`src/rtl/stall_ctrl.sv`:
```
// Pipeline hazard controller: per-stage stall vector, deferred branch
// redirect across data-memory stalls, and saturating event counters.
module stall_ctrl (
    input  logic        clk,
    input  logic        rst,
    input  logic        if_stall_req,
    input  logic        id_stall_req,
    input  logic        mem_stall_req,
    input  logic        ex_jump_req,
    input  logic [31:0] ex_jump_addr,
    output logic [4:0]  stall_signal,
    output logic        jump_flag,
    output logic [31:0] jump_addr,
    output logic [31:0] stall_cycles,
    output logic [15:0] jump_count
);

    typedef enum logic {
        RUN,
        HOLD_JUMP
    } state_t;

    state_t      state;
    state_t      state_nxt;
    logic [31:0] pending_addr;
    logic [31:0] pending_nxt;

    always_ff @(posedge clk) begin
        if (!rst) begin
            state        <= RUN;
            pending_addr <= 32'd0;
        end else begin
            state        <= state_nxt;
            pending_addr <= pending_nxt;
        end
    end

    // A redirect raised during a memory stall is parked until MEM frees up.
    always_comb begin
        state_nxt   = state;
        pending_nxt = pending_addr;
        jump_flag   = 1'b0;
        jump_addr   = 32'd0;
        if (rst) begin
            case (state)
                RUN: begin
                    if (ex_jump_req) begin
                        if (mem_stall_req) begin
                            pending_nxt = ex_jump_addr;
                            state_nxt   = HOLD_JUMP;
                        end else begin
                            jump_flag = 1'b1;
                            jump_addr = ex_jump_addr;
                        end
                    end
                end
                HOLD_JUMP: begin
                    if (!mem_stall_req) begin
                        jump_flag = 1'b1;
                        jump_addr = pending_addr;
                        state_nxt = RUN;
                    end
                end
                default: state_nxt = RUN;
            endcase
        end
    end

    // Wrong-path id/if requests are dropped while a redirect is taken.
    always_comb begin
        stall_signal = 5'b00000;
        if (rst) begin
            if (mem_stall_req)
                stall_signal = 5'b11111;
            else if (jump_flag)
                stall_signal = 5'b00000;
            else if (id_stall_req)
                stall_signal = 5'b00111;
            else if (if_stall_req)
                stall_signal = 5'b00011;
        end
    end

    always_ff @(posedge clk) begin
        if (!rst) begin
            stall_cycles <= 32'd0;
            jump_count   <= 16'd0;
        end else begin
            if (stall_signal != 5'b00000 && stall_cycles != 32'hFFFF_FFFF)
                stall_cycles <= stall_cycles + 32'd1;
            if (jump_flag && jump_count != 16'hFFFF)
                jump_count <= jump_count + 16'd1;
        end
    end

endmodule

```
`config.mk`:
```
export PLATFORM = sky130hd
export DESIGN_NAME = stall_ctrl
export DESIGN_NICKNAME = d
export VERILOG_FILES = /design/src/rtl/stall_ctrl.sv
export SDC_FILE = /design/constraint.sdc
export NUM_CORES = 1
export LEC_CHECK = 0
export BUFFER_PORTS_ARGS = -buffer_cell sky130_fd_sc_hd__clkbuf_2
export CAP_MARGIN = 20
export CORE_AREA = 2 2 105 107
export DETAILED_ROUTE_END_ITERATION = 16
export DIE_AREA = 0 0 107 109
export PLACE_DENSITY_LB_ADDON = 0.12
export SYNTH_ARGS = -nofsm -noshare
export SYNTH_HDL_FRONTEND = slang
export SYNTH_SLANG_ARGS = --single-unit
```
`constraint.sdc`:
```
create_clock -name clk -period 2.7 [get_ports clk]
set_input_delay 0.54 -clock clk [delete_from_list [all_inputs] [get_ports clk]]
set_output_delay 0.54 -clock clk [all_outputs]
set_load 0.01 [all_outputs]
```
* Word level (Yosys, flattened, before mapping)
Index checks and enable logic that the tools add are counted.
** Word-level totals
- Flip-flop bits (word level) :: 81
- Input bits :: 38
- Output and inout port bits :: 86
- Logic and storage cells :: 30
** Operators by class
- $add $sub $neg :: 2
- Equal/unequal tests :: 2
- Multiplexer cells :: 17
- Bitwise gates (word level) :: 1
- Reduce and logical (&&, ||, !) cells :: 4
** Operator list (number)
- $mux 32 :: 4
- $pmux 32 s2 :: 1
- $add 32x1->32 const B :: 1
- $ne 32x32->1 const B :: 1
- $add 16x1->16 const B :: 1
- $ne 16x16->1 const B :: 1
- $mux 5 :: 2
- $mux 3 :: 2
- $mux 1 :: 5
- $reduce_bool 5->1 :: 1
- $pmux 1 s2 :: 2
- $reduce_and 3->1 :: 1
- $logic_and 1x1->1 :: 2
- $mux 2 :: 1
- $not 1->1 :: 1

* Longest topological paths before layout
Gate-level depths: netlist of the first run.
- Depth in word-level cells :: 9
- Mapped depth :: 9
- Gate-level depth less buffers :: 6

* Worst setup path before layout of the first run
No wires, ideal clock.
- Kind :: reg2reg
- Start point :: register stall_cycles[0]
- End point :: register stall_cycles[1]
- Setup time :: 0.128 ns
- Arrival time :: 2.073 ns
- Path slack :: 0.499 ns
- Stages on the path, launching flop included :: 9
- Path buffers :: 2
- Period minus slack after synthesis :: 2.201 ns
- Cell sequence :: dfxtp_1 -> ha_1 -> nand3_2 -> or4_4 -> o211ai_4 -> buf_6 -> buf_12 -> mux2i_1 -> nor2_1
** Between the ends
- Cells in the longest elaborated chain, start to end :: 2
- Elaborated cells on any way between the ends :: 3
- Classes of those cells :: add/sub: 1; eq/ne: 1; reduce/logical: 1
** RTL lines
- from (decl) :: line 14 : output logic [31:0] stall_cycles,
- from (signal assigned) :: line 90 : stall_cycles <= stall_cycles + 32'd1;
- branches (longest 2 deep; another with $add 32x1->32)
Parallel ways; which one is timed is not known.
A chain may end at the register's enable or synchronous reset.

* Final worst setup path of the first run
- Start point :: register stall_cycles[29]
- End point :: register stall_cycles[25]
** Between the ends
- Cells in the longest elaborated chain, start to end :: 2
** RTL lines
- $ne 32x32->1 :: line 89 : if (stall_signal != 5'b00000 && stall_cycles != 32'hFFFF_FFFF)
- $logic_and 1x1->1 :: line 89
No other way between the ends.

==> qor.yml, run 1 <==
status:
  status: "completed"
sta:
  period_needed_ps: 2480
  finalSetupTns_ps: 0
  hold_violations: 0
  worst_pin_slew_ps: 940
  setup_viol: 0
  slew_headroom: 0.371
  whs_ps: 406
  skew_ps: 4.48
  final_max_slew_viol_count: 0
  rsz0062_at_grt: "no"
  fin_crit_sh: 0.917
  max_freq_ghz: 0.404
die:
  die_w_um: 107
  die_area_um2: 11700
  rows: 38
  die_y_um: 109
  io_pins: 124
  start_util: 0.386
  core_um2: 10600
synthesis:
  yosys_warnings: 0
  synth_edf_count: 0
  synth-seq-cells: 81
  yosys.area.top_type: "dfxtp_1"
  synthTopCellsByCount: "98 x nand2_1, 81 x dfxtp_1, 75 x a21oi_1"
  synth_area_um2: 4090
  synth_xor_area_frac: 0.00214
  seq_area_frac_synth: 0.396
  synth.top_cells.by_area: "dfxtp_1 40%, a21oi_1 9.2%, nand2_1 9.0%, mux2i_1 6.1%, nor2_1 4.9%"
  yosys.area_share.simple: 0.299
  synthMuxAreaShare: 0.0611
  synth.top_cell.area_share: 0.396
  syn_avg_cell_area_um2: 7.75
  yosys.area_share.adder: 0.00611
  synthArstFlopShare: 0
  synth_cells: 528
  synthFlopType: "dfxtp_1"
  synth-compound-area-share: 0.185
  synth_cell_types: 47
  synth_top_family_by_area: "simple AND/OR/NAND/NOR gates"
  syn_nets: 568
  yosysMostFrequentCell: "nand2_1"
routing:
  wl_um: 11300
  drt-vias-per-instance: 5.29
  dr.first_iter.drc_count: 165
  wire_per_inst_um: 14.2
  vias: 4182
  ant_nets: 0
  drt_first_pass_iters: 4
  drc_errors: 0
worst_setup_path:
  crit_type: "reg2reg"
  endpoint_kind: "register"
  critPathMaxFanout: 19
  crit_required_ps: 2910
  cp-start-kind: "register"
  r2r-start: "stall_cycles[29]"
  r2r_slack_ps: 220
  ff2ff_path_depth: 5
  r2r-end: "stall_cycles[25]"
  crit_arrival_ps: 2690
placed_design:
  place.gp.congestion: 0.830
  dp_hpwl_um: 7730
  portBuffers: 123
  placed_area_um2: 4850
hold_path:
  min_to: "pending_addr[30]"
  hp-class: "in2reg"
  hold_path_depth: 3
  min_from: "ex_jump_addr[30]"
layout:
  nNetsFinal: 686
  drive_gt1_frac: 0.275
  seq_area_um2: 1620
  multiInputGateArea_um2: 2290
  utilization: 0.477
  antenna_cells: 0
  fill_cells: 1072
  area_growth_pct: 23.4
  fin_area_um2: 5050
pwr:
  leakage_nw: 1.97
  power_density_nw_per_um2: 471
  ir_drop_v: 0.000194
  power_mw: 2.38
global_routing:
  grt_max_degree: 67
  track_usage: 0.188
  grt_pass1_vias: 3775
  overflow: 0
  grt_pass1_wl_um: 17700
  antenna_found_initial: 0
clocking:
  clk_latency_ps: 360
  h-tree-depth: 3
  ctsLongestPathBuffers: 2
  cts_resized: 0
  clock-sinks: 81
  root_buffer: "clkbuf_8"
  cts.clk_slew.worst_paths_ps: 80
  tritoncts: "done"
  numCtsBuffers: 9
flow_run:
  cap_violations: 0
-- cells in the final DEF, fill, tap and decap left out, drive strengths merged, types with 8 or more instances in the layout --
master	instances
mux2i	25
dfxtp	81
nand3	23
or4	17
a21oi	75
o211ai	8
buf	18
o31ai	22
or3	14
nand2	98
o21ai	16
nand4	14
nor2	53
clkbuf	137
-- power breakdown --
| part | switching [mW] | internal [mW] |
|---|---|---|
| registers | 0.0144 | 1.22 |
| logic | 0.171 | 0.100 |
| clock network | 0.442 | 0.433 |
| total | 0.627 | 1.75 |
-- stage by stage --
step | setup WS (ps) | cells
floorplan | 499 | 528
global placement | 188 | 774
detailed placement | 107 | 774
CTS | 83.9 | 790
global route | 80.8 | 791
finish | 223 | 791
-- flip-flops by register name, summed over array words and instances (netlist names) --
name          count
jump_count       16
pending_addr     32
stall_cycles     32
state             1
-- what timing repair did --
| action | CTS | global route |
|---|---|---|
| endpoints found under the setup margin | 0 | 4 |
| hold buffers | 0 | 0 |
| buffers inserted | 0 | 0 |
-- how the worst max path moves through the flow --
stage,slack [ps],start,endpoint,cells after the start
CTS,80,stall_cycles[1],stall_cycles[5],7
finish,220,stall_cycles[29],stall_cycles[25],5
global placement,190,stall_cycles[29],stall_cycles[5],6
detailed placement,110,stall_cycles[1],stall_cycles[5],7
global route,80,stall_cycles[29],stall_cycles[13],5
floorplan,500,stall_cycles[0],stall_cycles[1],8
-- routing by layer --
layer / vias up / wire length, um / part of all wire / global-route usage
met1: 1936 / 5310 / 0.47 / 0.239
met2: 101 / 5210 / 0.46 / 0.314
met3: 12 / 636 / 0.056 / 0.0460
met5: - / 0 / 0 / 0
li1: 2133 / - / - / -
met4: 0 / 113 / 0.010 / 0.0640
-- kinds of logic (layout without fill, tap and decap cells) --
family / Yosys count / after routing
buf+inv: 42 / 164
compound gates: 129 / 130
flops: 81 / 81
xor+xnor: 1 / 1
mux: 25 / 25
simple gates: 248 / 248
fa+ha+maj: 2 / 2
-- layout make-up --
type / instances / share of cell area
Sequential cell: 81 / 0.321
Tap cell: 140 / 0.0347
Inverter: 7 / 0.00520
Multi-Input combinational cell: 406 / 0.452
Timing Repair Buffer: 141 / 0.149
Clock inverter: 2 / 0.00198
Clock buffer: 14 / 0.0361
-- worst max-delay path, cell delays in order, from the launching register on --
cell and delay, ps:
dfxtp_1 400, and4_1 270, or4bb_4 600, o211ai_2 790
or4_1 220, a21oi_1 60
No activity file was read; power rests on OpenSTA's default activity.
==> run 2, diff against run 1 <==
Settings changed: RECOVER_POWER set to 25.
==> run 2 against run 1 <==
Effect of this change:
- sequential power about the same
- first-iteration DRC count rose by 4.8%
- die area stayed put
- sequential share of layout area increased by 0.35 points
- core utilization fell by 0.52 points
- largest cell class unchanged
- largest power group unchanged
- highest routed layer unchanged
==> qor.yml, run 2 (synthesized netlist as in run 1, its figures left out) <==
status:
  status: "completed"  # unchanged
clocking:
  clock-sinks: 81  # unchanged
  tritoncts: "done"  # unchanged
  h-tree-depth: 3  # unchanged
  clk_latency_ps: 350  # was 360 ps
  numCtsBuffers: 9  # unchanged
  cts.clk_slew.worst_paths_ps: 80  # about the same
  ctsHoldBuffers: 0  # unchanged
  cts_setup_buffers: 0  # unchanged
  ctsLongestPathBuffers: 2  # unchanged
  root_buffer: "clkbuf_8"  # unchanged
  cts_resized: 0  # unchanged
routing:
  vias: 4159  # was 4182
  drt-vias-per-instance: 5.26  # was 5.29
  ant_nets: 0  # unchanged
  dr.first_iter.drc_count: 173  # was 165
  wire_per_inst_um: 14.2  # about the same
  drt_first_pass_iters: 4  # unchanged
  wl_um: 11300  # about the same
  drc_errors: 0  # unchanged
worst_setup_path:
  crit_required_ps: 2910  # about the same
  r2r_slack_ps: 250  # was 220 ps
  ff2ff_path_depth: 5  # unchanged
  cp-start-kind: "register"  # unchanged
  crit_arrival_ps: 2660  # was 2690 ps
  r2r-start: "stall_cycles[29]"  # unchanged
  r2r-end: "stall_cycles[25]"  # unchanged
  critPathMaxFanout: 19  # unchanged
  crit_type: "reg2reg"  # unchanged
  endpoint_kind: "register"  # unchanged
global_routing:
  grt_max_degree: 67  # unchanged
  track_usage: 0.188  # unchanged
  overflow: 0  # unchanged
  antenna_found_initial: 0  # unchanged
  grt_pass1_vias: 3775  # unchanged
  grt_pass1_wl_um: 17700  # unchanged
flow_run:
  cap_violations: 0  # unchanged
sta:
  finalSetupTns_ps: 0  # unchanged
  max_freq_ghz: 0.409  # was 0.404 GHz
  rsz0062_at_grt: "no"  # unchanged
  fin_crit_sh: 0.906  # was 0.917
  worst_pin_slew_ps: 917  # was 940 ps
  setup_viol: 0  # unchanged
  hold_violations: 0  # unchanged
  skew_ps: 4.47  # was 4.48 ps
  final_max_slew_viol_count: 0  # unchanged
  whs_ps: 409  # was 406 ps
  period_needed_ps: 2450  # was 2480 ps
  slew_headroom: 0.385  # was 0.371
layout:
  reg.largest.list: "pending_addr x32, stall_cycles x32, jump_count x16"  # unchanged
  drive_gt1_frac: 0.214  # was 0.275
  area_growth_pct: 22.1  # was 23.4%
  antenna_cells: 0  # unchanged
  final_cell_mix: "98 x nand2_1, 85 x clkbuf_2, 80 x dfxtp_1, 75 x a21oi_1, 52 x nor2_1"  # was 123 x clkbuf_2, 98 x nand2_1, 80 x dfxtp_1, 75 x a21oi_1, 52 x nor2_1
  layout_commonest_cell: "nand2_1"  # was clkbuf_2
  nNetsFinal: 686  # unchanged
  fin_area_um2: 5000  # was 5050 um^2
  fill_cells: 1092  # was 1072
  utilization: 0.471  # was 0.477
placed_design:
  portBuffers: 123  # unchanged
  place.gp.congestion: 0.830  # unchanged
  dp_hpwl_um: 7730  # unchanged
  placed_area_um2: 4850  # unchanged
die:
  io_pins: 124  # unchanged
  die_w_um: 107  # unchanged
  rows: 38  # unchanged
  die_y_um: 109  # unchanged
  core_um2: 10600  # unchanged
  die_area_um2: 11700  # unchanged
  start_util: 0.386  # unchanged
hold_path:
  hp-class: "in2reg"  # unchanged
  min_to: "pending_addr[30]"  # unchanged
  min_from: "ex_jump_addr[30]"  # unchanged
  hold_path_depth: 3  # unchanged
pwr:
  leakage_nw: 1.83  # was 1.97 nW
  power_mw: 2.38  # about the same
  ir_drop_v: 0.000194  # about the same
  power_density_nw_per_um2: 476  # was 471 nW/um^2
-- run 2: cell types whose count changed in the layout (fill, tap and decap cells not counted), sizes merged --
cell    change
buf         -2
clkbuf      +2
-- run 2: metal layers --
layer | global-route usage | vias to the layer above | part of all wire
li1 | - | 2130 | -
met3 | 0.0460 | 12 | 0.056
met1 | 0.239 | 1924 | 0.47
met5 | 0 | - | 0
met4 | 0.0640 | 0 | 0.0097
met2 | 0.314 | 93 | 0.46
-- run 2: layout make-up --
type	count	area [um^2]	area share
flip-flops and latches	81	1620	0.325
multi-input cells	406	2290	0.457
inverters	7	26.3	0.00526
repair buffers	141	696	0.139
well taps	140	175	0.0350
clock inverters	2	10.0	0.00200
clock buffers	14	183	0.0365
-- run 2: per-stage QoR --
stage	worst slack (ps)	cells
after global placement	188	774
after floorplan	499	528
final	254	791
after CTS	83.9	790
after detailed placement	107	774
after global routing	82.1	791
-- run 2: worst max-delay path: stages, from the launching register on --
cell and delay (ps):
dfxtp_1 400, and4_1 270, or4bb_4 590, o211ai_2 750, or4_1 220, a21oi_1 60
-- run 2: power by group --
| group | leakage, nW | internal [mW] | switching (mW) |
|---|---|---|---|
| Clock | 0.102 | 0.433 | 0.442 |
| Combinational | 1.07 | 0.0999 | 0.170 |
| Sequential | 0.657 | 1.22 | 0.0144 |
-- run 2: worst max-delay path by stage --
stage                                start               end  depth (start not counted)
final                     stall_cycles[29]  stall_cycles[25]                          5
after global routing      stall_cycles[29]  stall_cycles[13]                          5
after CTS                  stall_cycles[1]   stall_cycles[5]                          7
after detailed placement   stall_cycles[1]   stall_cycles[5]                          7
after global placement    stall_cycles[29]   stall_cycles[5]                          6
after floorplan            stall_cycles[0]   stall_cycles[1]                          8
